`src/rtl/ff_addsub_if.sv`:
```
// ============================================================================
//  Module  : ff_addsub_if
//  Brief   : Request/response bundle for the limb-serial modular add/sub unit.
//  Revision: 1.0 - initial release
// ============================================================================
`default_nettype none

interface ff_addsub_if #(
   parameter int WIDTH = 255
);
   logic             start;
   logic [1:0]       op;
   logic [WIDTH-1:0] a;
   logic [WIDTH-1:0] b;
   logic             busy;
   logic [WIDTH-1:0] result;
   logic             valid;

   modport master (output start, op, a, b, input busy, result, valid);
   modport slave  (input start, op, a, b, output busy, result, valid);
endinterface

`default_nettype wire

```
`src/rtl/ff_addsub.sv`:
```
// ============================================================================
//  Module  : ff_addsub
//  Brief   : Limb-serial (a +/- b) mod p; optional negate when FF_ADDSUB_NEG_EN
//            is defined (op = 1x gives (0 - a) mod p).
//  Revision: 1.0 - initial release
// ============================================================================
`default_nettype none

module ff_addsub #(
   parameter int               WIDTH   = 255,
   parameter int               LIMB    = 64,
   parameter logic [WIDTH-1:0] MODULUS =
      WIDTH'(255'h7fff_ffff_ffff_ffff_ffff_ffff_ffff_ffff_ffff_ffff_ffff_ffff_ffff_ffff_ffff_ffed)
) (
   input  wire logic  clk,
   input  wire logic  rst,
   ff_addsub_if.slave s_bus
);

   localparam int c_NL = (WIDTH + LIMB - 1) / LIMB;
   localparam int c_EW = c_NL * LIMB;
   localparam int c_CW = (c_NL > 1) ? $clog2(c_NL) : 1;
   localparam logic [c_CW-1:0] c_LAST  = c_CW'(c_NL - 1);
   localparam logic [c_EW-1:0] c_P_EXT = c_EW'(MODULUS);

   localparam logic [1:0] c_IDLE = 2'd0;
   localparam logic [1:0] c_RUN  = 2'd1;
   localparam logic [1:0] c_DONE = 2'd2;

   logic [1:0]       r_state;
   logic [1:0]       w_next;
   logic [c_CW-1:0]  r_cnt;
   logic [c_EW-1:0]  r_a;
   logic [c_EW-1:0]  r_b;
   logic [c_EW-1:0]  r_x;
   logic [c_EW-1:0]  r_y;
   logic             r_c1;
   logic             r_c2;
   logic             r_add;
   logic             r_pick;
   logic [WIDTH-1:0] r_result;
   logic             r_valid;

   logic             w_busy;
   logic             w_accept;
   logic             w_run;
   logic             w_last;
   logic             w_done;
   logic [WIDTH-1:0] w_cap_a;
   logic [WIDTH-1:0] w_cap_b;
   logic             w_cap_add;
   logic [LIMB-1:0]  w_al;
   logic [LIMB-1:0]  w_bl;
   logic [LIMB-1:0]  w_pl;
   logic [LIMB:0]    w_sum1;
   logic [LIMB:0]    w_sum2;
   logic             w_pick;
   logic [c_EW+LIMB-1:0] w_xcat;
   logic [c_EW+LIMB-1:0] w_ycat;

`ifdef FF_ADDSUB_NEG_EN
   logic w_neg;
   assign w_neg     = s_bus.op[1];
   assign w_cap_a   = w_neg ? '0 : s_bus.a;
   assign w_cap_b   = w_neg ? s_bus.a : s_bus.b;
   assign w_cap_add = ~w_neg & s_bus.op[0];
`else
   logic w_unused_op1;
   assign w_unused_op1 = s_bus.op[1];
   assign w_cap_a      = s_bus.a;
   assign w_cap_b      = s_bus.b;
   assign w_cap_add    = s_bus.op[0];
`endif

   always_ff @(posedge clk or negedge rst) begin
      if (!rst) begin
         r_state <= c_IDLE;
      end else begin
         r_state <= w_next;
      end
   end

   always_comb begin
      w_next = r_state;
      case (r_state)
         c_IDLE:  if (s_bus.start) w_next = c_RUN;
         c_RUN:   if (r_cnt == c_LAST) w_next = c_DONE;
         c_DONE:  w_next = c_IDLE;
         default: w_next = c_IDLE;
      endcase
   end

   always_comb begin
      w_busy   = (r_state != c_IDLE);
      w_accept = (r_state == c_IDLE) & s_bus.start;
      w_run    = (r_state == c_RUN);
      w_last   = w_run & (r_cnt == c_LAST);
      w_done   = (r_state == c_DONE);
   end

   // Primary chain is a-b (or a+b); the secondary chain corrects by +p (or -p).
   always_comb begin
      w_al = r_a[LIMB-1:0];
      w_bl = r_b[LIMB-1:0];
      w_pl = c_P_EXT[r_cnt*LIMB +: LIMB];
      if (r_add) begin
         w_sum1 = {1'b0, w_al} + {1'b0, w_bl} + {{LIMB{1'b0}}, r_c1};
         w_sum2 = {1'b0, w_sum1[LIMB-1:0]} - {1'b0, w_pl} - {{LIMB{1'b0}}, r_c2};
         w_pick = w_sum1[LIMB] | ~w_sum2[LIMB];
      end else begin
         w_sum1 = {1'b0, w_al} - {1'b0, w_bl} - {{LIMB{1'b0}}, r_c1};
         w_sum2 = {1'b0, w_sum1[LIMB-1:0]} + {1'b0, w_pl} + {{LIMB{1'b0}}, r_c2};
         w_pick = w_sum1[LIMB];
      end
      w_xcat = {w_sum1[LIMB-1:0], r_x} >> LIMB;
      w_ycat = {w_sum2[LIMB-1:0], r_y} >> LIMB;
   end

   always_ff @(posedge clk or negedge rst) begin
      if (!rst) begin
         r_cnt    <= '0;
         r_a      <= '0;
         r_b      <= '0;
         r_x      <= '0;
         r_y      <= '0;
         r_c1     <= 1'b0;
         r_c2     <= 1'b0;
         r_add    <= 1'b0;
         r_pick   <= 1'b0;
         r_result <= '0;
         r_valid  <= 1'b0;
      end else begin
         r_valid <= 1'b0;
         if (w_accept) begin
            r_a   <= c_EW'(w_cap_a);
            r_b   <= c_EW'(w_cap_b);
            r_add <= w_cap_add;
            r_cnt <= '0;
            r_c1  <= 1'b0;
            r_c2  <= 1'b0;
         end else if (w_run) begin
            r_a   <= r_a >> LIMB;
            r_b   <= r_b >> LIMB;
            r_x   <= w_xcat[c_EW-1:0];
            r_y   <= w_ycat[c_EW-1:0];
            r_c1  <= w_sum1[LIMB];
            r_c2  <= w_sum2[LIMB];
            r_cnt <= r_cnt + 1'b1;
            if (w_last) begin
               r_pick <= w_pick;
            end
         end
         if (w_done) begin
            r_result <= r_pick ? r_y[WIDTH-1:0] : r_x[WIDTH-1:0];
            r_valid  <= 1'b1;
         end
      end
   end

   assign s_bus.busy   = w_busy;
   assign s_bus.valid  = r_valid;
   assign s_bus.result = r_result;

endmodule

`default_nettype wire

```
`src/flat_wrapper.sv`:
```
// flat-port wrapper written by rule: the top's interface ports become plain ports
module ff_addsub_flat 
#(
   parameter int               WIDTH   = 255,
   parameter int               LIMB    = 64,
   parameter logic [WIDTH-1:0] MODULUS =
      WIDTH'(255'h7fff_ffff_ffff_ffff_ffff_ffff_ffff_ffff_ffff_ffff_ffff_ffff_ffff_ffff_ffff_ffed)
)
  (clk, rst, s_bus_start, s_bus_op, s_bus_a, s_bus_b, s_bus_busy, s_bus_result, s_bus_valid);
  ff_addsub_if #(.WIDTH(WIDTH)) s_bus_i ();
  input  wire logic clk;
  input  wire logic rst;
  input wire logic [$bits(s_bus_i.start)-1:0] s_bus_start;
  input wire logic [$bits(s_bus_i.op)-1:0] s_bus_op;
  input wire logic [$bits(s_bus_i.a)-1:0] s_bus_a;
  input wire logic [$bits(s_bus_i.b)-1:0] s_bus_b;
  output wire logic [$bits(s_bus_i.busy)-1:0] s_bus_busy;
  output wire logic [$bits(s_bus_i.result)-1:0] s_bus_result;
  output wire logic [$bits(s_bus_i.valid)-1:0] s_bus_valid;
  assign s_bus_i.start = s_bus_start;
  assign s_bus_i.op = s_bus_op;
  assign s_bus_i.a = s_bus_a;
  assign s_bus_i.b = s_bus_b;
  assign s_bus_busy = s_bus_i.busy;
  assign s_bus_result = s_bus_i.result;
  assign s_bus_valid = s_bus_i.valid;
  ff_addsub #(.WIDTH(WIDTH), .LIMB(LIMB), .MODULUS(MODULUS)) u_core (.clk(clk), .rst(rst), .s_bus(s_bus_i));
endmodule
```
`config.mk`:
```
export PLATFORM = sky130hd
export DESIGN_NAME = ff_addsub_flat
export DESIGN_NICKNAME = d
export VERILOG_FILES = /design/src/rtl/ff_addsub_if.sv /design/src/rtl/ff_addsub.sv /design/src/flat_wrapper.sv
export SDC_FILE = /design/constraint.sdc
export NUM_CORES = 2
export LEC_CHECK = 0
export ABC_AREA = 1
export BUFFER_PORTS_ARGS = -buffer_cell sky130_fd_sc_hd__buf_2
export CAP_MARGIN = 5
export CORE_MARGIN = 5
export CORE_UTILIZATION = 54
export DETAILED_ROUTE_END_ITERATION = 10
export PLACE_DENSITY_LB_ADDON = 0.12
export REMOVE_ABC_BUFFERS = 1
export SLEW_MARGIN = 20
export SYNTH_ARGS = -nofsm -noshare
export SYNTH_HDL_FRONTEND = slang
export SYNTH_SLANG_ARGS = --single-unit
```
`constraint.sdc`:
```
create_clock -name clk -period 4.6 [get_ports clk]
set_input_delay 0.23 -clock clk [delete_from_list [all_inputs] [get_ports clk]]
set_output_delay 0.23 -clock clk [all_outputs]
set_load 0.005 [all_outputs]
```
== Word level (Yosys, flattened, before mapping) ==
Cells that the tools add are included.
Word-level totals
  logic and storage cells: 56
  register bits: 1288
  output and inout port bits: 257
  input bits: 515
Operators by class
  muxes and demuxes: 18
  reductions and logical operators: 6
  equal/unequal tests: 5
  bitwise operators: 5
  $add $sub $neg: 9
  shifts and indexed selects: 1
Operators by type and width (number)
  $mux W256: 4
  $shiftx A256 B9 Y64 const A: 1
  $mux W255: 1
  $add A64 B64 Y65: 2
  $add A65 B1 Y65: 2
  $mux W65: 2
  $sub A64 B64 Y65: 2
  $sub A65 B1 Y65: 2
  $mux W2: 4
  $mux W1: 6
  $eq A2 B2 Y1 const B: 2
  $ne A2 B2 Y1 const B: 2
  $pmux W2 S2: 1
  $reduce_and A2 Y1: 2
  $reduce_bool A2 Y1: 2
  $reduce_and A3 Y1: 1
  $add A2 B1 Y2 const B: 1
  $and A1 B1 Y1: 2
  $eq A2 B1 Y1 const B: 1
  $logic_not A2 Y1: 1
  $not A1 Y1: 2
  $or A1 B1 Y1: 1

== Longest topological paths before layout ==
  word-level depth: 7
  gate-level depth with buffers: 35
  depth with buffers taken out: 35

== Worst setup path after synthesis ==
Ideal clock, no wire load.
  kind: flip-flop to flip-flop
  start: register u_core.r_c1
  end: register u_core.r_y[253]
  path slack: 0.242 ns
  setup time: 0.077 ns
  period minus slack after synthesis: 4.358 ns
  data arrival time: 4.281 ns
  data required time: 4.523 ns
  cell stages (with the launch flop): 34
  buffers on the path: 0
  cell sequence: dfrtp_1 > fa_1 > inv_1 > fa_1 > inv_1 > nand3_1 > nand2_1 > nand3_1 > nand3_1 > a21boi_0 > inv_1 > a21oi_1 > o21ai_0 > nand2_1 > nand3_1 > nand2_1 > inv_1 > ha_1 > nand2_1 > nor2_1 > inv_1 > nor4_1 > nand3_1 > nand3_1 > nand2_1 > nand2_1 > nand2_1 > nor2_1 > nor2_1 > nand2_1 > nand2_1 > nand3_1 > nand3_1 > a21oi_1
On the way
  longest elaborated chain between the ends: 4
  elaborated cells on any way between the ends: 7
  classes of those cells: add/sub (6); mux (1)
RTL lines
  start, declared: line ff_addsub.sv:37  | logic r_c1;
  start signal, assigned: line ff_addsub.sv:146  | r_c1 <= w_sum1[LIMB];
  $sub A65 B1 Y65 / $add A65 B1 Y65 (equally long branches): line ff_addsub.sv:111, ff_addsub.sv:107
  $add A64 B64 Y65 / $sub A64 B64 Y65 (equally long branches): line ff_addsub.sv:112, ff_addsub.sv:108
  $add A65 B1 Y65 / $sub A65 B1 Y65 (equally long branches): line ff_addsub.sv:112, ff_addsub.sv:108
  $mux W65 (*): line ff_addsub.sv:106  | if (r_add) begin
  end signal, assigned: line ff_addsub.sv:145  | r_y <= w_ycat[c_EW-1:0];
  end, declared: line ff_addsub.sv:36  | logic [c_EW-1:0] r_y;
Every way passes the cells marked *; elsewhere a longest branch is shown, timed or not.
A chain may end at the register's enable or synchronous reset.

== Final worst setup path ==
  start: register u_core.r_a[13]
  end: register u_core.r_y[226]
On the way
  longest elaborated chain between the ends: 5
  elaborated cells on any way between the ends: 9
  classes of those cells: add/sub (8); mux (1)
RTL lines
  start, declared: line ff_addsub.sv:33  | logic [c_EW-1:0] r_a;
  start signal, assigned: line ff_addsub.sv:135  | r_a <= c_EW'(w_cap_a);
  start signal, assigned: line ff_addsub.sv:142  | r_a <= r_a >> LIMB;
  $sub A64 B64 Y65 / $add A64 B64 Y65 (equally long branches): line ff_addsub.sv:111, ff_addsub.sv:107
  $sub A65 B1 Y65 / $add A65 B1 Y65 (equally long branches): line ff_addsub.sv:111, ff_addsub.sv:107
  $add A64 B64 Y65 / $sub A64 B64 Y65 (equally long branches): line ff_addsub.sv:112, ff_addsub.sv:108
  $add A65 B1 Y65 / $sub A65 B1 Y65 (equally long branches): line ff_addsub.sv:112, ff_addsub.sv:108
  $mux W65 (*): line ff_addsub.sv:106
Marks and branches as above.

==> flow_results.org <==
** Worst hold path
- The tightest min-delay check is of the input pin to asynchronous set/reset pin type.

** STA
- Final hold violation count :: 0
- Worst-case headroom to the max-slew limit :: 6.31%
- Count of final setup violators :: 7
- Slew Viols, Final :: 0
- Unrepaired setup endpoints after global routing :: true
- Share of the clock period used by the worst path after layout :: 102%
- Tmin final :: 4.68 ns
- Max Clock Skew :: 0.0614 ns
- Across all setup checks in the final design, the least slack found is -0.0771 ns.
- At the pin with the least slew margin, the transition time is 1.41 ns.
- Timing-limited maximum frequency :: 0.214 GHz

** Drt
- Before antenna repair, the detailed router went through 7 iterations.
- Detail Route Antenna Nets :: 0
- In the final routed layout, each cell accounts on average for 22.1 microns.
- For this block, the routed nets add up to 283 mm of wire.
- The final route contains 75100 vias.
- Post-detailed-route via-to-cell ratio :: 5.88
- DRC violation total after the first TritonRoute iteration :: 9030
- DRC violations left :: 0

** GRT
- The first global-routing pass estimated 420 mm of wire.
- The total overflow left after global routing is 0.
- Vias in the first global route :: 73351
- Global routing used 39.4% of the available tracks across all layers.
- The number of antenna violations at the first check in global routing was 34.
- Maximum number of pins on one net before global-route repair :: 272

** Logic synthesis
- Multiplexer cells account for 0% of the synthesized area.
- After Yosys synthesis, and, or, nand and nor cells account for 19.9% of the synthesized area.
- Summing every instance area after synthesis gives 69600 sq um.
- After synthesis, the largest family of logic cells by area is simple AND/OR/NAND/NOR gates.
- The most used flip-flop cell after synthesis is sky130_fd_sc_hd__dfrtp_1.
- Synthesis-stage register bit count :: 1286
- During synthesis, Yosys emitted a total of 0 warnings.
- Number of flops mapped to enable cells by yosys :: 0
- The average instance in the mapped netlist occupies 7.63 sq um.
- Post-synthesis adder-cell area fraction :: 4.84%
- After Yosys synthesis, XOR and XNOR cells account for 1.18% of the synthesized area.
- Library cells used by synthesis :: 55
- Post-synthesis sequential area ratio :: 46.2%
- Counting every instance in the synthesized netlist gives 9129.
- Complex-gate fraction of the synthesized area :: 18.2%
- Proportion of register bits with asynchronous set or reset after synthesis :: 100%

** Layout
- Area taken by multi-input logic gates :: 33200 sq um
- After the last flow step, the layout net total stands at 11747.
- Storage cell area :: 32200 sq um
- Signed area change from the synthesized netlist to the final layout :: 33.4%
- Fraction of final layout cells sized beyond drive strength 1 :: 21.2%
- The filler cells instantiated in the layout total 9129.
- Once layout is done, the placed cells without fillers occupy 92900 sq um.

** Floorplan
- Initial standard-cell utilization of the core :: 54.5%
- Overall die height :: 369 microns
- The die covers 136000 sq um.
- Site Rows :: 131
- For this design the top-level I/O count stands at 772.
- Measured along the x axis, the die boundary spans 369 microns.
- The region available for standard cell placement spans 128000 sq um.

** Clock network
- Maximum clock path buffer count :: 3
- Clock transition at the registers of the reported paths :: 0.07 ns
- TritonCTS created 136 clock buffers.
- The clock tree synthesis step divided the H-tree into 4 levels.
- Clock latency on the worst-skew pair, taken at its later pin, is 0.80 ns.
- Clock tree synthesis selected as its root buffer the cell sky130_fd_sc_hd__clkbuf_16.
- TritonCTS built the clock tree.
- # clock sinks :: 1286

** Worst setup path
- Top Family by Delay on Critical Path :: compound AO/OA/AOI/OAI gates
- The worst setup path is of the flop to flop kind.
- Cell seen most often among critical-path stages :: sky130_fd_sc_hd__buf_4
- Crit path capture type :: flop
- The worst setup path is launched from a flop.
- Delay of the slowest cell on the worst path :: 0.44 ns
- Data on the critical path arrives at its endpoint at 5.32 ns.
- Required time worst endpoint :: 5.24 ns
- Buf/Inv on CP :: 8
- Largest fanout of any net on the critical path :: 5
- The slowest stage of the critical path belongs to the cell sky130_fd_sc_hd__dfrtp_1.

** Run status
- Violated checks :: negative setup slack
- The flow ran to the end, but the final reports show violations.

** Placed design
- During placement, the flow inserted port buffers numbering 770.
- Placed wire-length estimate after detailed placement :: 180 mm
- After detailed placement, the total cell area comes to 80300 sq um.
- Post-placement setup slack :: -0.591 ns
- GP Congestion :: 0.980

** Job
- The tool flagged a number of max-cap violations equal to 0.
through the flow:
step	hold slack (ns)	setup TNS, ns	std cells	util [%]
global placement	0.356	-10.61	11926	62.8
floorplan	-0.0656	-	8707	-
detailed placement	0.354	-12.78	11926	62.8
global route	0.169	-3.31	12751	72.7
finish	0.0875	-0.294	12762	72.7
CTS	0.130	-0.000225	12691	71.0
per-layer routing:
layer / track usage (%) / up-vias / wire length (microns)
met5: 0 / - / 75
met4: 21.0 / 10 / 19500
met3: 7.28 / 1302 / 25500
met2: 62.5 / 4775 / 128000
met1: 51.6 / 35785 / 110000
li1: - / 33228 / -
placed cells by master (no fill, tap or decap), types with 39 or more instances in the layout:
| master | instances |
|---|---|
| sky130_fd_sc_hd__nor2_1 | 636 |
| sky130_fd_sc_hd__inv_1 | 1317 |
| sky130_fd_sc_hd__nand3_1 | 148 |
| sky130_fd_sc_hd__dlygate4sd3_1 | 517 |
| sky130_fd_sc_hd__buf_2 | 769 |
| sky130_fd_sc_hd__nand4_1 | 49 |
| sky130_fd_sc_hd__inv_2 | 44 |
| sky130_fd_sc_hd__o21ai_0 | 1093 |
| sky130_fd_sc_hd__ha_1 | 217 |
| sky130_fd_sc_hd__nor2_2 | 61 |
| sky130_fd_sc_hd__a21oi_1 | 238 |
| sky130_fd_sc_hd__buf_4 | 790 |
| sky130_fd_sc_hd__a31oi_1 | 273 |
| sky130_fd_sc_hd__o211ai_1 | 97 |
| sky130_fd_sc_hd__nand2_2 | 80 |
| sky130_fd_sc_hd__dfrtp_1 | 1283 |
| sky130_fd_sc_hd__clkbuf_16 | 136 |
| sky130_fd_sc_hd__a21oi_2 | 64 |
| sky130_fd_sc_hd__o21ai_1 | 48 |
| sky130_fd_sc_hd__nand2_1 | 2345 |
| sky130_fd_sc_hd__o221ai_1 | 192 |
| sky130_fd_sc_hd__xor2_1 | 46 |
| sky130_fd_sc_hd__nor2_4 | 39 |
logic make-up after synthesis:
family                     Yosys count
AOI/OAI and AO/OA                 2191
xor gates and xnor gates            87
adders and majority gates          266
buffers and inverters             1795
DFF                               1286
and+or+nand+nor                   3504
synth_stat cells (all sizes together) (16+ instances only):
| cell | count | area (sq um) |
|---|---|---|
| dfrtp | 1286 | 32200 |
| ha | 260 | 3250 |
| nand4 | 49 | 307 |
| inv | 1367 | 5130 |
| nand3 | 188 | 961 |
| a21oi | 317 | 1620 |
| o22ai | 36 | 225 |
| a31oi | 283 | 1770 |
| nand3b | 16 | 133 |
| o221ai | 193 | 1690 |
| o21bai | 28 | 210 |
| o21ai | 1165 | 5840 |
| nor3 | 45 | 235 |
| a21o | 17 | 128 |
| xnor2 | 24 | 263 |
| nor2 | 737 | 2870 |
| buf | 24 | 93.8 |
| nand2 | 2448 | 9240 |
| clkbuf | 398 | 1490 |
| xor2 | 63 | 559 |
| o211ai | 97 | 728 |
sequential cells by signal, summed over array words and instances (netlist names), 2 cells and up:
signal	count
u_core.r_y	256
u_core.r_a	255
u_core.r_state	2
u_core.r_b	255
u_core.r_x	256
u_core.r_cnt	2
u_core.s_bus.result	255
layout make-up:
class,instances,share of cell area (%)
multi-input cells,6048,35.7
flip-flops and latches,1286,34.6
repair buffers,2121,16.9
inverters,1373,5.59
clock buffers,195,4.21
well taps,1662,2.24
clock inverters,42,0.657
diodes,35,0.0942
what timing repair did:
item / in CTS / in global routing
endpoints found under the hold margin: 630 / 0
gates resized for setup: 155 / 459
setup buffers: 11 / 39
pin swaps: 46 / 141
hold buffers: 517 / 0
endpoints found under the setup margin: 42 / 52
path summary, 6_finish.rpt:
path / from / end / slack (ns) / cells past startpoint
min: rst / u_core.r_x[13] / 0.09 / 2
min in group clk: s_bus_a[245] / u_core.r_a[245] / 0.17 / 4
max reg2reg: u_core.r_a[13] / u_core.r_y[226] / -0.08 / 27
max in group asynchronous: rst / u_core.r_x[126] / 3.09 / 3
max: u_core.r_a[13] / u_core.r_y[226] / -0.08 / 27
min reg2reg: u_core.r_y[55] / u_core.r_y[55] / 0.48 / 2
Power is left out: the tool's default activity adds up to more than one toggle a clock period on the data nets, which glitch-free logic cannot reach.
